### src/rtl/cmd_pkt_pkg.sv
// Shared framing types for the command path: UART stage, packet assembler and command buffer.
package cmd_pkt_pkg;

  typedef enum logic [1:0] {
    ST_IDLE,
    ST_GET_LEN,
    ST_GET_PAYLD,
    ST_GET_CHK
  } state_t;

  typedef enum logic [1:0] {
    ERR_NONE = 2'd0,
    ERR_LEN  = 2'd1,
    ERR_CHK  = 2'd2,
    ERR_TMO  = 2'd3
  } err_code_t;

  localparam logic [7:0] SYNC_BYTE_DEF = 8'hA5;

endpackage

### src/rtl/cmd_packet_assembler.sv
// Frames the UART byte stream (SYNC, LEN, payload, XOR checksum) into one wide payload word
// with a single-cycle write strobe for the command buffer.
module cmd_packet_assembler
  import cmd_pkt_pkg::*;
#(
  parameter int         MAX_PAYLD_PKT_BITS = 64,
  parameter int         TIMEOUT_CYCLES     = 120000,
  parameter logic [7:0] SYNC_BYTE          = SYNC_BYTE_DEF
) (
  input  logic                          i_clk,
  input  logic                          n_btn_rst,
  input  logic                          rx_valid,
  input  logic [7:0]                    rx_byte,
  output logic                          pkt_valid,
  output logic [MAX_PAYLD_PKT_BITS-1:0] pkt_data,
  output logic                          err_valid,
  output logic [1:0]                    err_code,
  output logic                          busy
);

  localparam int MAXB = MAX_PAYLD_PKT_BITS / 8;
  localparam int CW   = $clog2(MAXB + 1);
  localparam int TW   = $clog2(TIMEOUT_CYCLES + 1);

  state_t                        r_state;
  logic [CW-1:0]                 r_len;
  logic [CW-1:0]                 r_cnt;
  logic [7:0]                    r_chk;
  logic [TW-1:0]                 r_timer;
  logic [MAX_PAYLD_PKT_BITS-1:0] r_asm;
  logic [MAX_PAYLD_PKT_BITS-1:0] r_pkt_data;
  logic                          r_pkt_valid;
  logic                          r_err_valid;
  err_code_t                     r_err_code;

  logic w_len_ok;
  logic w_tmo;

  assign w_len_ok = (rx_byte != 8'd0) && (int'(rx_byte) <= MAXB);
  // A byte arriving on the expiry cycle takes priority over the timeout.
  assign w_tmo    = (r_state != ST_IDLE) && !rx_valid &&
                    (r_timer == TW'(TIMEOUT_CYCLES - 1));

  always_ff @(posedge i_clk or negedge n_btn_rst) begin
    if (!n_btn_rst) begin
      r_state     <= ST_IDLE;
      r_len       <= '0;
      r_cnt       <= '0;
      r_chk       <= '0;
      r_timer     <= '0;
      r_asm       <= '0;
      r_pkt_data  <= '0;
      r_pkt_valid <= 1'b0;
      r_err_valid <= 1'b0;
      r_err_code  <= ERR_NONE;
    end else begin
      r_pkt_valid <= 1'b0;
      r_err_valid <= 1'b0;

      if (rx_valid || r_state == ST_IDLE || w_tmo)
        r_timer <= '0;
      else
        r_timer <= r_timer + 1'b1;

      if (rx_valid) begin
        unique case (r_state)
          ST_IDLE: begin
            if (rx_byte == SYNC_BYTE) r_state <= ST_GET_LEN;
          end
          ST_GET_LEN: begin
            if (w_len_ok) begin
              r_len   <= CW'(rx_byte);
              r_chk   <= rx_byte;
              r_asm   <= '0;
              r_cnt   <= '0;
              r_state <= ST_GET_PAYLD;
            end else begin
              r_err_valid <= 1'b1;
              r_err_code  <= ERR_LEN;
              r_state     <= ST_IDLE;
            end
          end
          ST_GET_PAYLD: begin
            for (int k = 0; k < MAXB; k++)
              if (r_cnt == CW'(k)) r_asm[8*k +: 8] <= rx_byte;
            r_chk <= r_chk ^ rx_byte;
            r_cnt <= r_cnt + 1'b1;
            if (r_cnt + 1'b1 == r_len) r_state <= ST_GET_CHK;
          end
          ST_GET_CHK: begin
            if (rx_byte == r_chk) begin
              r_pkt_data  <= r_asm;
              r_pkt_valid <= 1'b1;
            end else begin
              r_err_valid <= 1'b1;
              r_err_code  <= ERR_CHK;
            end
            r_state <= ST_IDLE;
          end
          default: r_state <= ST_IDLE;
        endcase
      end else if (w_tmo) begin
        r_err_valid <= 1'b1;
        r_err_code  <= ERR_TMO;
        r_state     <= ST_IDLE;
      end
    end
  end

  assign pkt_valid = r_pkt_valid;
  assign pkt_data  = r_pkt_data;
  assign err_valid = r_err_valid;
  assign err_code  = r_err_code;
  assign busy      = (r_state != ST_IDLE);

endmodule

### config.mk
export PLATFORM = sky130hd
export DESIGN_NAME = cmd_packet_assembler
export DESIGN_NICKNAME = d
export VERILOG_FILES = /design/src/rtl/cmd_pkt_pkg.sv /design/src/rtl/cmd_packet_assembler.sv
export SDC_FILE = /design/constraint.sdc
export NUM_CORES = 1
export LEC_CHECK = 0
export CAP_MARGIN = 15
export CORE_UTILIZATION = 23
export CTS_BUF_LIST = sky130_fd_sc_hd__clkbuf_16
export DETAILED_ROUTE_END_ITERATION = 7
export MAX_ROUTING_LAYER = met4
export PLACE_DENSITY_LB_ADDON = 0.1
export SLEW_MARGIN = 20
export SYNTH_ARGS = -nofsm -noshare
export SYNTH_HDL_FRONTEND = slang
export SYNTH_SLANG_ARGS = --single-unit
export TNS_END_PERCENT = 50
### constraint.sdc
create_clock -name i_clk -period 2.8 [get_ports i_clk]
set_input_delay 0.42 -clock i_clk [delete_from_list [all_inputs] [get_ports i_clk]]
set_output_delay 0.42 -clock i_clk [all_outputs]
set_load 0.01 [all_outputs]
==> summary.txt <==
initial antenna violation count -> 0
WL/cell -> 17.3 um
RR Startpoint -> r_state[0]
Port Buffers -> 79
RSZ-0062 raised after global routing -> no
clk_lat worst skew -> 0.43 ns
Avg Cell Area, Syn -> 12.4 um^2
CP Data Arrival Time -> 1.93 ns
clock-pin slew on the worst setup and hold paths -> 0.07 ns
Critical Path Fanout Max -> 14
max cap viols -> 0
gr usage total -> 0.127
post-layout min period -> 2.35 ns
row count -> 63
Final Wtd Congestion -> 0.749
largest net degree at the start of global routing -> 66
pwr/cell area -> 565 mW/mm^2
Initial Utilization -> 0.234
Iter 0 DRT Violations -> 250
Via density -> 4.45
CTS Buf Count -> 17
commonest non-fill, non-tap cell in the layout -> dfrtp_1
Fin. Hold Viols -> 0
CP Launch Point -> r_state[0]
ANT cells -> 0
Non-Filler Instances -> 1037
final slew viol count -> 0
Peak VDD IR -> 0.330 mV
Final Cycle Share -> 0.841
outcome -> complete, no violations
Mapped Nets -> 574
Most used DFF post-synth -> dfrtp_1
Finished Cell Area -> 0.00885 mm^2
global-route wire length before repair -> 28800 um
HP Class -> reg2reg
Die ar. -> 0.0309 mm^2
IO Count -> 80
Longest Clk Path Bufs -> 2
clk root buf -> clkbuf_16
number of flops mapped to enable cells by yosys -> 0
worst setup path category -> reg2out
Cells after DPL -> 1004
area grow syn2layout -> 27.5%
CTS tree -> done
synthesized cell area -> 0.00694 mm^2
fmax -> 425 MHz
startpoint types -> register
asr flop ratio synth -> 1.00
Slew HR -> 0.651
Syn. warnings -> 0
Sink Count -> 167
Worst Hold Launch -> r_timer[0]
post-synthesis sequential area ratio -> 0.602
skew final -> 0.0146 ns
Vias -> 4618
H-tree depth -> 4
drt total wl -> 18000 um
Critical Path RT -> 2.38 ns
Routed Antenna Nets -> 0
Nets -> 650
Leak -> 0.00400 uW
total gr overflow -> 0
drt pass-1 iters -> 4
layout cell share with drive strength beyond 1 -> 0.190
Slew @ Worst Pin -> 0.522 ns
final setup vio count -> 0
critical path endpoint category -> primary output
post-CTS setup buffers -> 0
Die W -> 176 um
DP HPWL -> 11800 um
Area after DPL -> 0.00825 mm^2
FF+latch count, synth -> 167
total negative setup slack -> 0 ns
Residual DRC -> 0
Post-Syn Instances -> 558
Die Y -> 176 um
vias in the first global route -> 4791
most frequent cells in the layout -> 167 x dfrtp_1, 78 x clkdlybuf4s50_1, 64 x mux2_2
core box area -> 0.0296 mm^2
synth unique cells -> 42
==> flip-flops by register name, indices dropped and copies added, names as in the netlist, 2 cells and up <==
| signal | count |
|---|---|
| r_timer | 17 |
| r_asm | 64 |
| r_state | 2 |
| r_chk | 8 |
| err_code | 2 |
| r_len | 4 |
| r_cnt | 4 |
| pkt_data | 64 |
==> layer usage <==
metal	wire, um	GRT usage
met4	167	0.0402
met1	8900	0.176
met3	703	0.0208
met5	0	-
met2	8220	0.187
==> metrics by stage <==
step	worst slack, ns	utilization	total power, uW	hold WS, ns
floorplan	0.553	-	2540	0.124
global placement	0.0853	0.278	2670	0.412
detailed placement	0.0429	0.278	2670	0.417
CTS	0.410	0.299	5090	0.456
global route	0.253	0.299	5200	0.473
finish	0.446	0.299	5000	0.450
==> worst max-delay path: stages, from the launching register on <==
cell	delay, ns
dfrtp_1	0.53
nor2_1	0.33
inv_1	0.15
clkdlybuf4s50_1	0.50
==> area by class of cell <==
class	count	area (um^2)
fill	3064	20800
timing repair buffer	97	967
sequential	167	4180
tap	390	488
clock inverter	15	170
inverter	9	33.8
clock buffer	17	425
multi-input combinational	342	2590
==> power breakdown <==
group | internal, uW | switching (uW)
combinational | 58.7 | 129
clock | 1340 | 1050
sequential | 2420 | 11.5
total | 3820 | 1190
==> cell usage after synthesis, drive strengths merged, types with 5 or more instances <==
cell	n	area, um^2
clkbuf	30	113
ha	5	62.6
xor2	13	114
nor2	19	71.3
inv	9	33.8
a21oi	9	45.0
buf	10	41.3
nor3	6	30.0
mux2	64	721
and3	15	93.8
nand4	9	56.3
o21ai	29	171
xnor2	14	123
nand2	45	169
nand3	9	45.0
a22o	57	499
dfrtp	167	4180
==> cell families after synthesis <==
| family | Yosys count | synth area share |
|---|---|---|
| adder cells (fa/ha/maj) | 5 | 0.00901 |
| AO/OA/AOI/OAI | 107 | 0.116 |
| multiplexers | 64 | 0.104 |
| buffers and inverters | 49 | 0.0270 |
| AND/OR/NAND/NOR | 139 | 0.108 |
| XOR/XNOR | 27 | 0.0341 |
| flip-flops | 167 | 0.602 |
==> path summary, 6_finish.rpt <==
| check | depth (start not counted) | slack, ns | endpoint |
|---|---|---|---|
| hold / removal | 1 | 0.45 | r_timer[0] |
| min in group asynchronous | 2 | 0.52 | pkt_data[20] |
| hold reg to reg | 1 | 0.45 | r_timer[0] |
| setup / recovery | 3 | 0.45 | busy |
| setup reg to reg | 4 | 0.83 | pkt_data[45] |
| max in group asynchronous | 3 | 1.53 | r_asm[34] |
==> what timing repair did <==
item	in CTS	in global routing
setup endpoints to repair	0	0
gates resized for setup	0	0
hold buffers	1	0
endpoints found under the hold margin	48	0
No activity file was read; power rests on OpenSTA's default activity.
